==> src/rtl/fifo_sync_param.sv <==
// -----------------------------------------------------------------------------
// fifo_sync_param
//   Parametrised single-clock block-RAM FIFO that buffers sniffer bytes/words
//   between the USB3300 capture logic and the UART/host readout path. It
//   provides an occupancy count, sticky overflow/underflow flags, a synchronous
//   flush and an optional first-word-fall-through (FWFT) read mode.
//
//   Compile-time option:
//     FIFO_FWFT_EN  undefined : standard mode. rd_DATA is loaded one clock after
//                               an accepted rd_en and holds until the next
//                               accepted read. rd_empty = (level == 0).
//     FIFO_FWFT_EN  defined   : a one-word output register pre-fetches the head
//                               word. rd_DATA is valid whenever rd_empty = 0, and
//                               rd_en pops it. The output register counts in
//                               level. Capacity stays DEPTH.
//
// Parameters
//   DATA_WIDTH        word width in bits (1..32)
//   ADDR_WIDTH        log2 of depth, DEPTH = 2**ADDR_WIDTH words
//   ALMOST_FULL_VAL   wr_almost_full when level >= this value
//   ALMOST_EMPTY_VAL  rd_almost_empty when level <= this value
//
// Ports
//   clk              in   single clock, rising edge
//   rst              in   asynchronous reset, active-low
//   flush            in   synchronous clear of contents and flags (wins over wr/rd)
//   wr_dv            in   write request
//   wr_DATA          in   write data
//   wr_full          out  level == DEPTH
//   wr_almost_full   out  level >= ALMOST_FULL_VAL
//   rd_en            in   read request / FWFT pop
//   rd_DATA          out  registered read data
//   rd_empty         out  no word available to read
//   rd_almost_empty  out  level <= ALMOST_EMPTY_VAL
//   level            out  words accepted and not yet consumed (0..DEPTH)
//   overflow         out  sticky: wr_dv seen while wr_full
//   underflow        out  sticky: rd_en seen while rd_empty
//
// Handshake: a write is accepted on a rising edge when wr_dv=1 and wr_full=0.
// A read is accepted when rd_en=1 and rd_empty=0. A request that is not
// accepted has no effect except for setting the matching sticky error flag.
// During flush, no request is accepted.
// -----------------------------------------------------------------------------
module fifo_sync_param #(
   parameter int DATA_WIDTH       = 8,
   parameter int ADDR_WIDTH       = 9,
   parameter int ALMOST_FULL_VAL  = 8,
   parameter int ALMOST_EMPTY_VAL = 2
) (
   input  logic                  clk,
   input  logic                  rst,
   input  logic                  flush,
   input  logic                  wr_dv,
   input  logic [DATA_WIDTH-1:0] wr_DATA,
   output logic                  wr_full,
   output logic                  wr_almost_full,
   input  logic                  rd_en,
   output logic [DATA_WIDTH-1:0] rd_DATA,
   output logic                  rd_empty,
   output logic                  rd_almost_empty,
   output logic [ADDR_WIDTH:0]   level,
   output logic                  overflow,
   output logic                  underflow
);

   localparam int                DEPTH   = 1 << ADDR_WIDTH;
   localparam logic [ADDR_WIDTH:0] DEPTH_L = {1'b1, {ADDR_WIDTH{1'b0}}};
   localparam logic [ADDR_WIDTH:0] ONE_L   = {{ADDR_WIDTH{1'b0}}, 1'b1};
   localparam logic [ADDR_WIDTH:0] ZERO_L  = '0;
   localparam logic [ADDR_WIDTH:0] AF_L    = (ADDR_WIDTH+1)'(ALMOST_FULL_VAL);
   localparam logic [ADDR_WIDTH:0] AE_L    = (ADDR_WIDTH+1)'(ALMOST_EMPTY_VAL);

   logic [DATA_WIDTH-1:0] mem [DEPTH];

   // Pointers carry one extra bit so that a full memory is distinguishable
   // from an empty one; the low ADDR_WIDTH bits address the RAM.
   logic [ADDR_WIDTH:0]   wr_ptr, rd_ptr;
   logic [ADDR_WIDTH:0]   wr_ptr_nxt, rd_ptr_nxt, level_nxt;
   logic [ADDR_WIDTH-1:0] wr_addr, rd_addr;
   logic                  wr_acc, rd_acc;
   logic                  mem_rd;      // RAM word moves into rd_DATA this edge
   logic                  empty_nxt;

   assign wr_addr = wr_ptr[ADDR_WIDTH-1:0];
   assign rd_addr = rd_ptr[ADDR_WIDTH-1:0];

   assign wr_acc = wr_dv & ~wr_full & ~flush;
   assign rd_acc = rd_en & ~rd_empty & ~flush;

`ifdef FIFO_FWFT_EN
   // The output register is refilled whenever the RAM holds a word and the
   // register is either empty or being popped this edge, so back-to-back pops
   // run at full rate. A word written at edge N is seen by the pointer compare
   // after edge N and lands in rd_DATA at edge N+1.
   assign mem_rd    = (wr_ptr != rd_ptr) & (rd_empty | rd_acc) & ~flush;
   assign empty_nxt = ~mem_rd & (rd_empty | rd_acc);
`else
   assign mem_rd    = rd_acc;
   assign empty_nxt = (level_nxt == ZERO_L);
`endif

   always_comb begin
      wr_ptr_nxt = wr_ptr;
      rd_ptr_nxt = rd_ptr;
      if (wr_acc) wr_ptr_nxt = wr_ptr + ONE_L;
      if (mem_rd) rd_ptr_nxt = rd_ptr + ONE_L;
`ifdef FIFO_FWFT_EN
      // Words in RAM plus the word parked in the output register.
      level_nxt = wr_ptr_nxt - rd_ptr_nxt + {{ADDR_WIDTH{1'b0}}, ~empty_nxt};
`else
      level_nxt = wr_ptr_nxt - rd_ptr_nxt;
`endif
   end

   // RAM array: no reset so it maps onto block RAM. Contents become
   // unreachable after rst/flush because both pointers return to zero.
   always_ff @(posedge clk) begin
      if (wr_acc) mem[wr_addr] <= wr_DATA;
   end

   always_ff @(posedge clk or negedge rst) begin
      if (!rst) begin
         wr_ptr          <= '0;
         rd_ptr          <= '0;
         level           <= '0;
         rd_DATA         <= '0;
         rd_empty        <= 1'b1;
         rd_almost_empty <= 1'b1;
         wr_full         <= 1'b0;
         wr_almost_full  <= 1'b0;
         overflow        <= 1'b0;
         underflow       <= 1'b0;
      end else if (flush) begin
         // rd_DATA deliberately keeps its last value.
         wr_ptr          <= '0;
         rd_ptr          <= '0;
         level           <= '0;
         rd_empty        <= 1'b1;
         rd_almost_empty <= 1'b1;
         wr_full         <= 1'b0;
         wr_almost_full  <= 1'b0;
         overflow        <= 1'b0;
         underflow       <= 1'b0;
      end else begin
         wr_ptr          <= wr_ptr_nxt;
         rd_ptr          <= rd_ptr_nxt;
         if (mem_rd) rd_DATA <= mem[rd_addr];
         level           <= level_nxt;
         rd_empty        <= empty_nxt;
         rd_almost_empty <= (level_nxt <= AE_L);
         wr_full         <= (level_nxt == DEPTH_L);
         wr_almost_full  <= (level_nxt >= AF_L);
         if (wr_dv & wr_full)  overflow  <= 1'b1;
         if (rd_en & rd_empty) underflow <= 1'b1;
      end
   end

endmodule

==> config.mk <==
export PLATFORM = sky130hd
export DESIGN_NAME = fifo_sync_param
export DESIGN_NICKNAME = d
export VERILOG_FILES = /design/src/rtl/fifo_sync_param.sv
export SDC_FILE = /design/constraint.sdc
export NUM_CORES = 2
export LEC_CHECK = 0
export CAP_MARGIN = 10
export CORE_MARGIN = 5
export CORE_UTILIZATION = 35
export DETAILED_ROUTE_END_ITERATION = 12
export MAX_ROUTING_LAYER = met4
export PLACE_DENSITY_LB_ADDON = 0.2
export SLEW_MARGIN = 40
export SYNTH_ARGS = -nofsm -noshare
export SYNTH_HDL_FRONTEND = slang
export SYNTH_SLANG_ARGS = --single-unit
==> constraint.sdc <==
create_clock -name clk -period 10.5 [get_ports clk]
set_clock_uncertainty 0.2 [all_clocks]
set_input_delay 2.625 -clock clk [delete_from_list [all_inputs] [get_ports clk]]
set_output_delay 2.625 -clock clk [all_outputs]
set_load 0.01 [all_outputs]
==> impl_metrics.yaml <==
timing:
  final-setup-viol-count: 0
  max_slew.worst_pin.slew_ns: 0.9347
  holdWs_ns: 0.2977
  fmax_mhz: 148.4
  layout_worst_path_cycle_share_pct: 64.19
  grt_setup_unrepaired: "false"
  worst_rel_slew_slack_pct: 37.69
  final_period_minus_worst_setup_slack_ns: 6.740
  timing.final.max_slew_violations: 0
  final-hold-violation-count: 0
  tns_ns: 0
worst_setup_path:
  path_common_cell: "sky130_fd_sc_hd__o31ai_1"
  rr_startpoint: "rd_ptr[1]"
  regToRegEndpoint: "rd_DATA[2]"
  end_kind: "flop"
  crit_chain: "clkdlybuf4s50_1 -> buf_4 -> nor2_1 -> and2_0 -> xnor2_1 -> ha_1 -> fa_1 -> nand2b_1 -> a2111oi_0 -> a211o_1 -> a31oi_1 -> o31ai_1 -> and3_1 -> o21ai_1 -> o31ai_1"
  cp_data_arrival_time_ns: 7.39
  path_max_fanout: 21
  cell_with_the_largest_stage_delay_on_the_worst_path: "sky130_fd_sc_hd__clkdlybuf4s50_1"
  timing.critical_path.from_type: "primary input"
  timing.critical_path.required_ns: 11.15
  r2r_cells: 10
  slowest_delay_ns: 0.92
  setup.worst_path.class: "primary input to flop"
  r2r_setup_slack_ns: 4.66
pwr:
  power.internal_w: 0.02764
  power.share.switching_pct: 21.22
  clock_power_share_pct: 43.8
  vdd_ir_drop_max_v: 0.0001513
  static-leakage-power_nw: 54.84
  power.switching_w: 0.007445
  sequentialPowerShare_pct: 51.9
  power_per_cell_area_nw_per_um2: 190.7
  p_comb_share_pct: 4.2
clock_network:
  tritoncts.num_buffers: 433
  post_cts.resized_instances: 0
  clockRootBuffer: "sky130_fd_sc_hd__clkbuf_16"
  tritoncts: "built"
  post-cts-setup-buffer-count: 0
  clock_sink_count: 4140
  cts_max_path_buffers: 4
  cts-hold-fix-buffers: 0
  clk-insertion-delay-late_ns: 0.95
  htree_levels: 5
  worst_setup_hold_path_clk_slew_ns: 0.06
floorplanning:
  ios: 37
  chipHeight_um: 689.0
  floorplan.initialDensity_pct: 35.11
  core-area_um2: 459500
  die_width_um: 689.0
  floorplan_die_area_um2: 474700
  core.rowCount: 249
drt:
  drt.antenna.violating_nets: 0
  drcViolationCount: 0
  drt_first_iter_violations: 9493
  num_vias: 79430
  detail_route.vias_per_cell: 5.516
  finalWirelength_um: 457800
  firstDrtPassIters: 8
  routed_wl_per_cell_um: 31.80
min_path:
  min-delay-path-class: "flop to flop"
  hold_path_depth: 2
  hold-path-endpoint: "underflow"
  hold_path_startpoint: "underflow"
logic_synthesis:
  asyncSetResetFlopFracSynth_pct: 1.063
  syn_nets: 7716
  netlist_instances: 7690
  synth_edf_count: 4096
  synth.avg_cell_area_um2: 20.98
  synth_sequential_area_ratio_pct: 76.91
  yosysWarnings: 0
  postSynth.topFlopCell: "sky130_fd_sc_hd__edfxtp_1"
  postSynthRegisterBits: 4140
  yosys.area.top_type: "sky130_fd_sc_hd__edfxtp_1"
  synth.cell_area_um2: 161400
  synth_commonest_cells: "sky130_fd_sc_hd__edfxtp_1, sky130_fd_sc_hd__mux4_2, sky130_fd_sc_hd__nor2_1"
  synth_cell_types: 76
  post-synth-top-count-cell: "sky130_fd_sc_hd__edfxtp_1"
  post_synth_main_area_contributors: "sky130_fd_sc_hd__edfxtp_1, sky130_fd_sc_hd__mux4_2, sky130_fd_sc_hd__mux2i_1"
  yosysTopAreaCellShare_pct: 76.23
global_routing:
  grt_first_pass_wirelength_um: 645400
  grt.total_usage_pct: 19.48
  pin_count_of_the_biggest_net_entering_global_routing: 155
  grt_overflow_total: 0
  grt_pass1_vias: 80650
  antenna_found_initial: 29
final_layout:
  fillerInstances: 40270
  area_growth_pct: 14.01
  fin_cells: 14400
  final_design_area_no_fill_um2: 184000
  num-nets-final: 7897
  drive_gt1_share_pct: 23.40
place:
  place.port_buffers: 36
  dp.cells: 13580
  placement.cell_area_um2: 169400
  dp_wirelength_um: 274400
  gp_congestion: 0.8751
run:
  maxCapViolations: 0
run_status:
  run_status: "finished clean"
final cells by class:
cell class	instances	area (um^2)	share of cell area, %
sequential	4140	124100	67.47
multi-input combinational	3054	35340	19.21
clock buffer	525	11340	6.163
tap	6149	7694	4.182
clock inverter	277	2880	1.566
timing repair buffer	228	2509	1.364
inverter	14	67.56	0.03673
antenna	11	27.53	0.01496
worst max-delay path by stage:
stage	from	to	slack [ns]	depth (start not counted)
after global routing	flush	rd_almost_empty	3.56	15
after global placement	flush	rd_empty	2.89	16
after CTS	flush	rd_almost_empty	3.97	15
after floorplan	flush	rd_almost_empty	4.55	13
final	flush	rd_almost_empty	3.76	15
after detailed placement	flush	rd_almost_empty	2.93	15
cells in the final DEF, fill, tap and decap left out, drive strengths merged, types with 42 or more instances in the layout:
master  count
bufinv     48
mux2i     398
o221ai     65
dfrtp      42
clkinv    191
and2       44
nor3       44
a21oi     121
edfxtp   4096
clkbuf    525
o21ai      70
nand2     189
a211oi     53
buf       201
o22ai      58
mux4      943
a22oi      85
nor2      597
a31oi      58
registers in the layout (all words and copies together) (netlist names):
name	count
wr_ptr	10
underflow	1
rd_ptr	10
level	10
rd_almost_empty	1
overflow	1
rd_empty	1
wr_almost_full	1
mem	4096
wr_full	1
rd_DATA	8
metrics by stage:
step / total power [W] / util, % / setup WS (ns)
floorplan: 0.01938 / - / 4.548
global placement: 0.02006 / 36.75 / 2.894
detailed placement: 0.02008 / 36.87 / 2.930
CTS: 0.03539 / 39.96 / 3.968
global route: 0.03616 / 40.03 / 3.563
finish: 0.03508 / 40.03 / 3.760
critical path, delay by kind of cell:
kind / cells / cell delay, ns
compound gates: 6 / 1.80
fa+ha+maj: 2 / 0.71
xor+xnor: 1 / 0.19
buf+inv: 2 / 1.31
simple gates: 4 / 0.73
routing by layer:
metal / GRT usage [%] / routed length, um / vias to the layer above
met2: 30.23 / 216400 / 3226
met3: 2.999 / 31840 / 658
li1: - / - / 32520
met4: 4.683 / 12040 / 0
met5: - / 0 / -
met1: 27.21 / 197500 / 43020
power by group through the flow:
stage          Combinational (W)  Clock, W  Sequential (W)
3_5_place_dp             0.00152         0          0.0186
6_report                 0.00149    0.0154          0.0182
5_1_grt                  0.00159    0.0164          0.0182
2_1_floorplan           0.000830         0          0.0185
3_3_place_gp             0.00150         0          0.0186
4_1_cts                  0.00152    0.0157          0.0182
kinds of logic (layout without fill, tap and decap cells):
kind of cell,count (synthesis),in the layout,synth area share [%]
flops,4140,4140,76.91
mux,1353,1353,15.71
simple gates,1003,1003,2.662
compound gates,666,666,2.905
buf+inv,496,1044,1.592
xor+xnor,19,19,0.1117
fa+ha+maj,13,13,0.1055
other cells,0,11,0
Power figures use the tool's default switching activity.
